<file path="src/rtl/bsg_saf_packet_arbiter.sv">
// Packet-granular round-robin arbiter in front of a store-and-forward ingress.
// One requester holds the grant from arbitration until its last beat handshakes,
// so downstream never sees interleaved packets. A one-cycle IDLE bubble separates
// consecutive packets; that cycle is where the next winner is chosen.

module bsg_saf_packet_arbiter #(
  parameter int unsigned width_p       = 64,
  parameter int unsigned els_p         = 2,
  parameter int unsigned count_width_p = 16
) (
  input  logic                       clk_i,
  input  logic                       reset_n_i,

  input  logic [els_p*width_p-1:0]   data_i,
  input  logic [els_p-1:0]           v_i,
  input  logic [els_p-1:0]           last_i,
  input  logic [els_p-1:0]           error_i,
  output logic [els_p-1:0]           ready_and_o,

  output logic [width_p-1:0]         data_o,
  output logic                       v_o,
  output logic                       last_o,
  output logic                       error_o,
  input  logic                       ready_and_i,

  output logic [els_p-1:0]           grant_o,
  output logic                       busy_o,
  output logic [count_width_p-1:0]   pkt_count_o
);

  localparam int unsigned IdxW = (els_p > 1) ? $clog2(els_p) : 1;

  localparam logic [0:0] StIdle = 1'b0;
  localparam logic [0:0] StBusy = 1'b1;

  // Registered state
  logic [0:0]               r_state;
  logic [els_p-1:0]         r_grant;
  logic [IdxW-1:0]          r_grant_idx;
  logic [IdxW-1:0]          r_rr_ptr;
  logic [count_width_p-1:0] r_pkt_count;

  // Next-state values
  logic [0:0]               w_state_next;
  logic [els_p-1:0]         w_grant_next;
  logic [IdxW-1:0]          w_grant_idx_next;
  logic [IdxW-1:0]          w_rr_ptr_next;
  logic [count_width_p-1:0] w_pkt_count_next;

  // Arbitration
  int unsigned              w_cand;
  logic [IdxW-1:0]          w_cand_idx;
  logic                     w_sel_found;
  logic [IdxW-1:0]          w_sel_idx;
  logic [els_p-1:0]         w_sel_onehot;

  // Downstream handshake of the final beat of the granted packet
  logic                     w_xfer_last;

  // Round-robin search: first valid requester strictly after the last one served.
  always_comb begin
    w_cand       = 0;
    w_cand_idx   = '0;
    w_sel_found  = 1'b0;
    w_sel_idx    = '0;
    w_sel_onehot = '0;
    for (int unsigned i = 1; i <= els_p; i++) begin
      w_cand     = (32'(r_rr_ptr) + i) % els_p;
      w_cand_idx = IdxW'(w_cand);
      if (!w_sel_found && v_i[w_cand_idx]) begin
        w_sel_found = 1'b1;
        w_sel_idx   = w_cand_idx;
      end
    end
    w_sel_onehot[w_sel_idx] = w_sel_found;
  end

  // Downstream mux: only the granted requester is visible, and only while BUSY.
  always_comb begin
    data_o      = '0;
    v_o         = 1'b0;
    last_o      = 1'b0;
    error_o     = 1'b0;
    ready_and_o = '0;
    if (r_state == StBusy) begin
      data_o                   = data_i[32'(r_grant_idx) * width_p +: width_p];
      v_o                      = v_i[r_grant_idx];
      last_o                   = last_i[r_grant_idx] & v_i[r_grant_idx];
      error_o                  = error_i[r_grant_idx] & v_i[r_grant_idx];
      ready_and_o[r_grant_idx] = ready_and_i;
    end
  end

  assign w_xfer_last = v_o & ready_and_i & last_o;

  // FSM next state: pick a winner in IDLE, release it on the handshaked last beat.
  always_comb begin
    w_state_next     = r_state;
    w_grant_next     = r_grant;
    w_grant_idx_next = r_grant_idx;
    w_rr_ptr_next    = r_rr_ptr;
    w_pkt_count_next = r_pkt_count;
    unique case (r_state)
      StIdle: begin
        if (w_sel_found) begin
          w_state_next     = StBusy;
          w_grant_next     = w_sel_onehot;
          w_grant_idx_next = w_sel_idx;
        end
      end
      StBusy: begin
        if (w_xfer_last) begin
          w_state_next  = StIdle;
          w_grant_next  = '0;
          w_rr_ptr_next = r_grant_idx;
          // Saturate rather than wrap so status software never sees a rollback.
          if (r_pkt_count != {count_width_p{1'b1}}) begin
            w_pkt_count_next = r_pkt_count + 1'b1;
          end
        end
      end
      default: begin
        w_state_next = StIdle;
        w_grant_next = '0;
      end
    endcase
  end

  // State registers; reset leaves rr_ptr at the top so requester 0 wins first.
  always_ff @(posedge clk_i or negedge reset_n_i) begin
    if (!reset_n_i) begin
      r_state     <= StIdle;
      r_grant     <= '0;
      r_grant_idx <= '0;
      r_rr_ptr    <= IdxW'(els_p - 1);
      r_pkt_count <= '0;
    end else begin
      r_state     <= w_state_next;
      r_grant     <= w_grant_next;
      r_grant_idx <= w_grant_idx_next;
      r_rr_ptr    <= w_rr_ptr_next;
      r_pkt_count <= w_pkt_count_next;
    end
  end

  assign grant_o     = r_grant;
  assign busy_o      = (r_state == StBusy);
  assign pkt_count_o = r_pkt_count;

`ifndef SYNTHESIS
  // Grant is one-hot exactly while BUSY and zero while IDLE.
  a_grant_onehot: assert property (@(posedge clk_i) disable iff (!reset_n_i)
    (r_state == StBusy) |-> $onehot(r_grant));
  a_grant_idle_zero: assert property (@(posedge clk_i) disable iff (!reset_n_i)
    (r_state == StIdle) |-> (r_grant == '0));
  // No grant change mid-packet.
  a_grant_hold: assert property (@(posedge clk_i) disable iff (!reset_n_i)
    (r_state == StBusy && !w_xfer_last) |=> $stable(r_grant));
`endif

endmodule

</file>
<file path="config.mk">
export PLATFORM = sky130hd
export DESIGN_NAME = bsg_saf_packet_arbiter
export DESIGN_NICKNAME = d
export VERILOG_FILES = /design/src/rtl/bsg_saf_packet_arbiter.sv
export SDC_FILE = /design/constraint.sdc
export NUM_CORES = 1
export LEC_CHECK = 0
export ABC_AREA = 1
export BUFFER_PORTS_ARGS = -buffer_cell sky130_fd_sc_hd__buf_2
export CELL_PAD_IN_SITES_DETAIL_PLACEMENT = 1
export CELL_PAD_IN_SITES_GLOBAL_PLACEMENT = 1
export CORE_MARGIN = 2
export CORE_UTILIZATION = 23
export DETAILED_ROUTE_END_ITERATION = 16
export PLACE_DENSITY = 0.88
export SYNTH_ARGS = -nofsm -noshare
export SYNTH_HDL_FRONTEND = slang
export SYNTH_SLANG_ARGS = --single-unit
</file>
<file path="constraint.sdc">
create_clock -name clk_i -period 4 [get_ports clk_i]
set_input_delay 0 -clock clk_i [delete_from_list [all_inputs] [get_ports clk_i]]
set_output_delay 0 -clock clk_i [all_outputs]
set_load 0.05 [all_outputs]
</file>
==> flow_results.xml <==
<?xml version="1.0" encoding="UTF-8"?>
<metrics>
  <group name="critical_path">
    <metric name="crit_start" unit="">busy_o</metric>
    <metric name="critPathRequiredTime" unit="ns">4.14</metric>
    <metric name="r2r.worst_path.cells" unit="">4</metric>
    <metric name="r2r_start" unit="">busy_o</metric>
    <metric name="timing.rr.end" unit="">grant_o[0]</metric>
    <metric name="r2r_setup_slack" unit="ns">1.84</metric>
    <metric name="critPathKind" unit="">reg -&gt; reg</metric>
    <metric name="start_kind" unit="">flop</metric>
    <metric name="critical_path.max_fanout" unit="">69</metric>
    <metric name="timing.critical_path.to_type" unit="">flop</metric>
    <metric name="crit_arrival" unit="ns">2.29</metric>
  </group>
  <group name="layout">
    <metric name="mostFrequentLayoutCell" unit="">sky130_fd_sc_hd__buf_2</metric>
    <metric name="stdcell_count" unit="">733</metric>
    <metric name="insertedDiodeCount" unit="">0</metric>
    <metric name="layout-drive-gt1-share" unit="%">40.2</metric>
    <metric name="areaGrowthSynthToFinish" unit="%">55.7</metric>
    <metric name="final_cell_mix" unit="">224 x sky130_fd_sc_hd__buf_2, 219 x sky130_fd_sc_hd__nand2_1, 64 x sky130_fd_sc_hd__a21oi_1</metric>
    <metric name="final_net_count" unit="">743</metric>
    <metric name="finish.utilization" unit="%">37.1</metric>
  </group>
  <group name="grt">
    <metric name="via_count_of_the_first_global_routing_pass" unit="">3338</metric>
    <metric name="grt_start_max_net_pins" unit="">70</metric>
    <metric name="grt_usage" unit="%">19.0</metric>
    <metric name="gr-total-overflow" unit="">0</metric>
    <metric name="initial_antenna_violation_count" unit="">0</metric>
    <metric name="global_route_wire_length_before_repair" unit="um">16000</metric>
  </group>
  <group name="detailed_routing">
    <metric name="avgViaCountPerCell" unit="">4.67</metric>
    <metric name="wl_met1" unit="um">4250</metric>
    <metric name="dr_wl_met2" unit="um">5830</metric>
    <metric name="ant_nets" unit="">0</metric>
    <metric name="drt_iter0_drc" unit="">82</metric>
    <metric name="post_drt_wl_per_cell" unit="um">14.8</metric>
    <metric name="detail_route.drc_violations" unit="">0</metric>
    <metric name="vias" unit="">3423</metric>
    <metric name="detail_route.wirelength" unit="um">10900</metric>
    <metric name="wl_met3" unit="um">639</metric>
    <metric name="detail_route.first_pass.iterations" unit="">4</metric>
    <metric name="routed.top_layer" unit="">met4</metric>
  </group>
  <group name="floorplan">
    <metric name="die-area" unit="mm^2">0.0104</metric>
    <metric name="pin_count" unit="">225</metric>
    <metric name="row_count" unit="">35</metric>
    <metric name="die_y" unit="um">102</metric>
    <metric name="coreArea" unit="mm^2">0.00928</metric>
    <metric name="floorplan.initialDensity" unit="%">23.8</metric>
    <metric name="die_width" unit="um">102</metric>
  </group>
  <group name="power">
    <metric name="sequential_share_of_power" unit="%">9.6</metric>
    <metric name="switchingPower" unit="mW">2.30</metric>
    <metric name="p_comb_share" unit="%">85.9</metric>
    <metric name="clock_power_share" unit="%">4.5</metric>
    <metric name="cell_internal_pwr" unit="mW">0.863</metric>
    <metric name="power_leakage" unit="nW">1.99</metric>
    <metric name="power.ir.vdd_worst" unit="V">0.000433</metric>
    <metric name="sw_frac_of_total" unit="%">72.7</metric>
    <metric name="power_density_of_the_placed_cells" unit="mW/mm^2">918</metric>
  </group>
  <group name="cts">
    <metric name="h_tree_level_count" unit="">1</metric>
    <metric name="clk-insertion-delay-late" unit="ns">0.27</metric>
    <metric name="clock_input_transition_at_the_sequential_cells_of_the_worst_setup_and_hold_paths" unit="ns">0.08</metric>
    <metric name="cts_inserted_buffers" unit="">3</metric>
    <metric name="cts.sinks" unit="">21</metric>
    <metric name="max-clock-path-buffers" unit="">2</metric>
    <metric name="post_cts_resize_count" unit="">0</metric>
    <metric name="clk_root_buffer_cell" unit="">sky130_fd_sc_hd__clkbuf_8</metric>
    <metric name="tritoncts" unit="">done</metric>
  </group>
  <group name="sta">
    <metric name="final_min_period_over_clock_period" unit="%">53.9</metric>
    <metric name="worstMarginPinSlew" unit="ns">1.13</metric>
    <metric name="final.setup.tns" unit="ns">0</metric>
    <metric name="report.final.setup_viol" unit="">0</metric>
    <metric name="achievable-frequency" unit="MHz">463</metric>
    <metric name="rsz_0062_raised_after_global_routing" unit="">no</metric>
    <metric name="maxSlewViolCount" unit="">0</metric>
    <metric name="final_hold_viol_count" unit="">0</metric>
    <metric name="clock-skew-final" unit="ns">0.00272</metric>
    <metric name="period_needed" unit="ns">2.16</metric>
    <metric name="slew_headroom" unit="%">24.4</metric>
    <metric name="fin_ws" unit="ns">1.84</metric>
  </group>
  <group name="logic_synthesis">
    <metric name="syn_area" unit="mm^2">0.00221</metric>
    <metric name="synth_area_per_cell" unit="um^2">5.57</metric>
    <metric name="synth_net_count" unit="">535</metric>
    <metric name="synthCells" unit="">397</metric>
    <metric name="yosysSeqAreaShare" unit="%">23.8</metric>
    <metric name="ys_seq_elements" unit="">21</metric>
    <metric name="ys_warn_count" unit="">0</metric>
    <metric name="yosys.cell_types.count" unit="">27</metric>
  </group>
  <group name="place">
    <metric name="dp_worst_setup_slack" unit="ns">1.79</metric>
    <metric name="gp_congestion" unit="">0.843</metric>
    <metric name="dp.cells" unit="">728</metric>
    <metric name="dp_hpwl" unit="um">8920</metric>
    <metric name="buffer_ports.inserted" unit="">224</metric>
  </group>
  <group name="status">
    <metric name="outcome" unit="">finished, final reports clean</metric>
  </group>
  <group name="min_path">
    <metric name="min_delay_worst_endpoint" unit="">r_rr_ptr</metric>
    <metric name="worst_hold_path.num_cells" unit="">3</metric>
    <metric name="timing.hold.worst.start" unit="">ready_and_i</metric>
    <metric name="hp-class" unit="">in -&gt; reg</metric>
  </group>
  <group name="job">
    <metric name="maxCapViolations" unit="">0</metric>
  </group>
</metrics>
cells in the mapped netlist:
master                       n  share of area [%]
sky130_fd_sc_hd__a21boi_0    1               0.34
sky130_fd_sc_hd__a21oi_1    64                 14
sky130_fd_sc_hd__a22oi_1     1               0.34
sky130_fd_sc_hd__buf_2       7                1.6
sky130_fd_sc_hd__buf_6       3                1.5
sky130_fd_sc_hd__clkbuf_1   14                2.4
sky130_fd_sc_hd__clkinv_1    1               0.17
sky130_fd_sc_hd__clkinv_2    1               0.23
sky130_fd_sc_hd__dfrtp_1    20                 23
sky130_fd_sc_hd__dfstp_2     1                1.2
sky130_fd_sc_hd__ha_1        1               0.57
sky130_fd_sc_hd__inv_1      10                1.7
sky130_fd_sc_hd__inv_2       2               0.34
sky130_fd_sc_hd__nand2_1   219                 37
sky130_fd_sc_hd__nand2_2     1               0.28
sky130_fd_sc_hd__nand3_1     9                2.0
sky130_fd_sc_hd__nand3_2     1               0.45
sky130_fd_sc_hd__nand3_4     2                1.6
sky130_fd_sc_hd__nand4_1     6                1.7
sky130_fd_sc_hd__nor2_1     13                2.2
sky130_fd_sc_hd__nor2_2      1               0.28
sky130_fd_sc_hd__nor2_4      3                1.5
sky130_fd_sc_hd__nor3_1      2               0.45
sky130_fd_sc_hd__o21ai_0     6                1.4
sky130_fd_sc_hd__o21ai_4     1               0.74
sky130_fd_sc_hd__xnor2_1     4                1.6
sky130_fd_sc_hd__xor2_1      3                1.2
how the worst max path moves through the flow:
stage / endpoint / slack [ns]
after global placement: grant_o[0] / 1.94
after floorplan: ready_and_o[1] / 1.91
after detailed placement: grant_o[0] / 1.79
after global routing: grant_o[0] / 1.58
final: grant_o[0] / 1.84
after CTS: grant_o[0] / 1.80
per-layer routing:
metal  up-vias  GRT usage, %
met5         -             0
met1      1625          22.3
met3        13          2.80
met2       112          36.1
met4         0          4.72
li1       1673             -
repair_timing:
| item | CTS | global route |
|---|---|---|
| endpoints found under the setup margin | 0 | 0 |
| hold endpoints to repair | 20 | 0 |
| hold buffers | 1 | 0 |
| buffers inserted | 0 | 0 |
stage by stage:
stage | instance area, um^2 | power [mW] | hold slack (ns)
2_1_floorplan | 2210 | 2.41 | -0.296
3_3_place_gp | 3390 | 3.00 | -0.0189
3_5_place_dp | 3390 | 3.04 | -0.0111
4_1_cts | 3440 | 3.19 | 0.0699
5_1_grt | 3440 | 3.35 | 0.0733
6_report | 3440 | 3.16 | 0.0635
cells by family (layout without fill, tap and decap cells):
group | count (synthesis) | after routing | share of synthesized area [%]
AOI/OAI and AO/OA | 73 | 73 | 17.3
adders and majority gates | 1 | 1 | 0.566
and+or+nand+nor | 257 | 257 | 47.7
xor gates and xnor gates | 7 | 7 | 2.77
buffers and inverters | 38 | 245 | 7.92
DFF | 21 | 21 | 23.8
final cells by class:
cell class / instances / area [um^2]
Multi-Input combinational cell: 338 / 1510
Fill cell: 1360 / 5840
Timing Repair Buffer: 227 / 1150
Clock buffer: 4 / 45.0
Tap cell: 129 / 161
Inverter: 14 / 53.8
Sequential cell: 21 / 528
power by group through the flow:
stage / clock [mW] / combinational, mW / sequential, mW
after CTS: 0.147 / 2.74 / 0.303
after global routing: 0.155 / 2.88 / 0.309
after detailed placement: 0 / 2.74 / 0.306
final: 0.143 / 2.72 / 0.302
after floorplan: 0 / 2.01 / 0.401
after global placement: 0 / 2.70 / 0.301
critical path, stage by stage, from the launching register on:
cell	delay, ns
sky130_fd_sc_hd__dfrtp_1	0.43
sky130_fd_sc_hd__inv_2	0.81
sky130_fd_sc_hd__o21ai_0	0.48
sky130_fd_sc_hd__nand3_1	0.20
sky130_fd_sc_hd__o21ai_0	0.09
state kept, by name (all words and copies together) (netlist names):
register,count
r_grant_idx,1
grant_o,2
pkt_count_o,16
busy_o,1
r_rr_ptr,1
No activity file was read; power rests on OpenSTA's default activity.
